[config.mk]
export PLATFORM = sky130hd
export DESIGN_NAME = sram_port_arbiter
export DESIGN_NICKNAME = d
export VERILOG_FILES = /design/src/rtl/sram_port_arbiter.sv
export SDC_FILE = /design/constraint.sdc
export NUM_CORES = 1
export LEC_CHECK = 0
export CORE_AREA = 2 2 122 124
export CTS_CLUSTER_SIZE = 16
export DETAILED_ROUTE_END_ITERATION = 16
export DIE_AREA = 0 0 124 126
export PLACE_DENSITY = 0.78
export SETUP_SLACK_MARGIN = 0.3
export SYNTH_ARGS = -nofsm -noshare
export SYNTH_HDL_FRONTEND = slang
export SYNTH_SLANG_ARGS = --single-unit
[constraint.sdc]
create_clock -name clk -period 2.2 [get_ports clk]
set_clock_uncertainty 0.1 [all_clocks]
set_input_delay 0.55 -clock clk [delete_from_list [all_inputs] [get_ports clk]]
set_output_delay 0.55 -clock clk [all_outputs]
set_load 0.01 [all_outputs]
[src/rtl/sram_port_arbiter.sv]
// Two-port arbiter for the single-port on-chip SRAM.
// Port A always wins; port B commands fill the cycles port A leaves idle.
module sram_port_arbiter #(
  parameter int AW           = 32,
  parameter int CW           = 4,
  parameter int STARVE_LIMIT = 15
) (
  input  logic          clk,
  input  logic          rst_n,
  input  logic          a_cs_n,
  input  logic          a_wr_n,
  input  logic [AW-1:0] a_addr,
  input  logic [31:0]   a_din,
  input  logic [3:0]    a_ben,
  output logic [31:0]   a_dout,
  input  logic          b_req,
  input  logic          b_wr,
  input  logic [AW-1:0] b_addr,
  input  logic [31:0]   b_wdata,
  input  logic [3:0]    b_ben,
  output logic          b_gnt,
  output logic          b_busy,
  output logic          b_rvalid,
  output logic [31:0]   b_rdata,
  input  logic          starve_clr,
  output logic          starve_flag,
  output logic          ramcs_n,
  output logic          ramwr_n,
  output logic [AW-1:0] ramaddr,
  output logic [31:0]   ramdin,
  output logic [3:0]    ramben,
  input  logic [31:0]   ramdout
);

  typedef enum logic {
    IDLE = 1'b0,
    PEND = 1'b1
  } state_t;

  typedef struct packed {
    logic          wr;
    logic [AW-1:0] addr;
    logic [31:0]   wdata;
    logic [3:0]    ben;
  } cmd_t;

  localparam logic [CW-1:0] CNT_MAX = '1;
  localparam logic [CW-1:0] LIM_M1  = CW'(STARVE_LIMIT - 1);

  state_t        state;
  cmd_t          hold;
  logic [CW-1:0] wait_cnt;
  logic          pend;
  logic          issue;
  logic          blocked;

  assign pend    = (state == PEND);
  assign issue   = pend & a_cs_n;
  assign blocked = pend & ~a_cs_n;

  assign b_gnt   = b_req & (~pend | issue);
  assign b_busy  = pend;
  assign a_dout  = ramdout;
  assign b_rdata = ramdout;

  // Port A sees the SRAM with zero added latency.
  always_comb begin
    ramcs_n = 1'b1;
    ramwr_n = 1'b1;
    ramaddr = a_addr;
    ramdin  = a_din;
    ramben  = a_ben;
    if (!a_cs_n) begin
      ramcs_n = 1'b0;
      ramwr_n = a_wr_n;
    end else if (pend) begin
      ramcs_n = 1'b0;
      ramwr_n = ~hold.wr;
      ramaddr = hold.addr;
      ramdin  = hold.wdata;
      ramben  = hold.ben;
    end
  end

  always_ff @(posedge clk or negedge rst_n) begin
    if (!rst_n) begin
      state       <= IDLE;
      hold        <= '0;
      b_rvalid    <= 1'b0;
      wait_cnt    <= '0;
      starve_flag <= 1'b0;
    end else begin
      b_rvalid <= issue & ~hold.wr;

      if (b_gnt) begin
        hold  <= '{wr: b_wr, addr: b_addr,
                   wdata: b_wdata, ben: b_ben};
        state <= PEND;
      end else if (issue) begin
        state <= IDLE;
      end

      if (!blocked) begin
        wait_cnt <= '0;
      end else if (wait_cnt != CNT_MAX) begin
        wait_cnt <= wait_cnt + CW'(1);
      end

      // A fresh starvation event beats a simultaneous clear.
      if (blocked && wait_cnt == LIM_M1) begin
        starve_flag <= 1'b1;
      end else if (starve_clr) begin
        starve_flag <= 1'b0;
      end
    end
  end

endmodule

**Word level (Yosys, flattened, before mapping)**

Index checks and enable logic that the tools add are counted.

- Flip-flop bits (word level): 76
- Bits of input ports: 175
- Output and inout bits: 138
- Word-level logic and storage cells: 39

- Add/sub/neg operators: 1
- Eq/ne operators: 3
- Mux-type cells: 16
- Bitwise gates (word level): 8
- Reduce and logical (&&, ||, !) cells: 3

Operators by type and width:

| operator | count |
|---|---|
| $mux W32 | 4 |
| $mux W4 | 4 |
| $mux W1 | 8 |
| $add A4 B1 Y4 const B | 1 |
| $and A1 B1 Y1 | 4 |
| $eq A4 B4 Y1 const B | 1 |
| $ne A4 B4 Y1 const B | 1 |
| $reduce_bool A2 Y1 | 2 |
| $not A1 Y1 | 3 |
| $ne A2 B1 Y1 const B | 1 |
| $logic_and A1 B1 Y1 | 1 |
| $or A1 B1 Y1 | 1 |

**Depth between registers and ports, before layout**

- Depth after elaboration: 4
- Depth in mapped cells: 5

**Worst setup path after synthesis**

Ideal clock, no wire load.

- Kind: input port to output port
- From: input port a_cs_n
- To: output port ramdin[22]
- Data arrival time: 1370 ps
- Data required time: 1550 ps
- Path slack: 180 ps
- Cell stages on the path: 4
- Buffers on the path: 2
- Path through: nand2_1 > buf_4 > buf_4 > mux2_2

- Longest elaborated chain between the ends: 1

Ends and longest elaborated chain:

| what | line | text |
|---|---|---|
| start, declared | 10 | `input logic a_cs_n,` |
| $mux W32 | 73 | `if (!a_cs_n) begin` |
| end, declared | 30 | `output logic [31:0] ramdin,` |

No other way between the ends.

**Final worst setup path**

- From: register state (netlist: b_busy)
- To: output port ramaddr[12]

- Longest elaborated chain between the ends: 2

Ends and longest elaborated chain:

| what | line | text |
|---|---|---|
| start, declared | 50 | `state_t state;` |
| start signal, assigned | 87 | `state <= IDLE;` |
| start signal, assigned | 98 | `state <= PEND;` |
| start signal, assigned | 100 | `state <= IDLE;` |
| $mux W32 | 76 | `end else if (pend) begin` |
| $mux W32 | 73 |  |
| end, declared | 29 | `output logic [AW-1:0] ramaddr,` |

No other way between the ends.

==> run metrics <==
outcome=complete, but fails checks; failing checks=setup timing; Netlist Area Pre-Place=0.004481 mm^2; Period Utilization, post-route=116.9%; boundary pin count=313; FFs w/ async S/R, synth=100.0%; Worst setup EP type=output pin; syn nets=498; RSZ-0062 raised after global routing=true; CTS sink count=76; Simple-Gate Fraction of Synth Area=2.066%; Hold Violations, Final=0; final worst path period need=2572 ps; main combinational cell family by area after synthesis=multiplexers; worst reg2reg path depth=8; P&R area growth vs syn=65.26%; Clock Latency Late Sink=330 ps; relative slew slack=66.98%; Initial DRC Count=98; post-synthesis mux area share=40.44%; WL per Instance=18.07 um; area share of fa/ha/maj cells after synthesis=0.5585%; first-pass GRT wire length=18.19 mm; DP HPWL=8.209 mm; max_cap viols=0; Die Height=126 um; CTS tree=yes; worst hold path type=in2async; Top FF cell, synth=dfrtp_1; post-synthesis sequential area ratio=42.45%; Worst Setup EP=ramaddr[12]; Compound-Gate Fraction of Synth Area=0.4189%; gr ovfl total=0; vias per inst=4.442; Worst Path Arrival=1920 ps; total number of vias=3,154; Synth Area in XOR/XNOR=0.1955%; Post-Syn Instances=321; Remaining DRCs=0; pin count of the biggest net entering global routing=43; full die area=0.01562 mm^2; commonest non-fill, non-tap cells in the layout=clkdlybuf4s50_1 (138), mux2_4 (108), dfrtp_1 (76); layout cells sized above 1=52.47%; Place WS=-667.5 ps; H-tree depth=3; vias in the first global route=3,388; Initial Util=31.30%; CP required=1550 ps; Synth cell types=20; commonest non-fill, non-tap cell in the layout=clkdlybuf4s50_1; CP Max Fanout=4; gpl congestion=0.7282; Synth Area per Inst=13.96 um^2; ant diodes=0; Yosys reg bits=76; maximum clock frequency=0.3888 GHz; pwr dens=638.1 mW/mm^2; die width=124 um; Leakage=3.549 nW; final setup margin=-372.0 ps; Total GRT Usage=15.23%; setup violators final=68; row count=44; CTS Buf Count=9; Final nets=698; slew of the pin with the lowest slew margin=495.3 ps; Bufs on Longest Clock Path=2; Layout Cells excl Fill=710; Worst Setup Start Kind=flip-flop; EDFF count, synth=0; reg-to-reg startpoint=b_busy$_DFFE_PN0P_; DRT Wirelength=12.83 mm; CP Launch Point=b_busy$_DFFE_PN0P_; Peak VDD IR=0.3099 mV; Root Buffer=clkbuf_16; initial antenna violation count=0; PortBufs=216; R2R Path End=hold[23]$_DFFE_PN0P_; DR pass1 iterations=4; crit path kind=reg2out; R2R setup slack=350 ps; total negative slack=-12,730 ps; Slew Viols, Final=0; Routed Antenna Nets=0; core region area=0.01431 mm^2; Yosys Warn Count=0; placed cells=651; Worst-path clk slew=60 ps
repair_timing:
item                       CTS  global route
setup endpoints to repair  141            74
resized for setup          282            89
hold buffers                 0             0
pin swaps                    1             2
buffers inserted            22            15
gates cloned                 2             4
synth_stat cells, types with 3 or more instances:
master / number / share of area [%]
buf_4: 67 / 11
mux2_2: 68 / 17
nor2_1: 6 / 0.50
buf_6: 7 / 1.8
buf_2: 5 / 0.56
inv_1: 4 / 0.34
dfrtp_1: 76 / 42
nand3_1: 3 / 0.34
mux2_4: 69 / 23
worst min-delay path by stage:
stage / startpoint / to / slack [ps] / depth (start not counted)
final: rst_n / hold[8]$_DFFE_PN0P_ / 80 / 1
after global routing: rst_n / hold[8]$_DFFE_PN0P_ / 110 / 1
after CTS: rst_n / hold[8]$_DFFE_PN0P_ / 100 / 1
after detailed placement: hold[68]$_DFFE_PN0P_ / b_rvalid$_DFF_PN0_ / 370 / 1
after global placement: hold[68]$_DFFE_PN0P_ / b_rvalid$_DFF_PN0_ / 380 / 1
after floorplan: rst_n / b_busy$_DFFE_PN0P_ / 150 / 0
routing by layer:
layer  vias up  track usage, %  share of wire, %
met1      1531           17.52                40
li1       1445               -                 -
met4         0           4.891               1.8
met2       142           26.99                51
met5         -               0                 0
met3        36           4.303               7.0
state kept, by name, indices dropped and copies added (netlist names):
| register | cells |
|---|---|
| hold | 69 |
| wait_cnt | 4 |
| b_busy | 1 |
| b_rvalid | 1 |
| starve_flag | 1 |
worst max-delay path: stages (launching register included):
cell and delay (ps):
dfrtp_1 400, nand2_4 100, buf_12 130, buf_12 120, buf_6 110, buf_6 110
buf_6 100, buf_6 110, mux2_4 290, buf_6 130
report_power, final:
part           internal [mW]  switching, mW
clock network          0.907          0.584
logic                   1.04          0.470
registers               1.59          0.127
through the flow:
step                hold slack [ps]  power [mW]  util (%)  cell area [um^2]
finish                        77.50       4.725     51.73              7405
global route                  114.7       4.951     51.73              7405
CTS                           95.18       4.658     49.59              7098
detailed placement            372.0       3.038     44.69              6396
global placement              377.0       3.013     44.69              6396
floorplan                     154.4       2.471         -              4491
final cells by class:
type,instances,area [um^2]
Multi-Input combinational cell,162,2118
Tap cell,184,230.2
Clock inverter,6,63.81
Sequential cell,76,1902
Timing Repair Buffer,268,2836
Fill cell,1189,6909
Clock buffer,10,239.0
Inverter,4,15.01
logic make-up (layout without fill, tap and decap cells):
family,count (synthesis),in the layout
buffers and inverters,83,288
flip-flops,76,76
AO/OA/AOI/OAI,3,3
AND/OR/NAND/NOR,18,18
XOR/XNOR,1,1
multiplexers,138,138
adder cells (fa/ha/maj),2,2
Power figures use the tool's default switching activity.
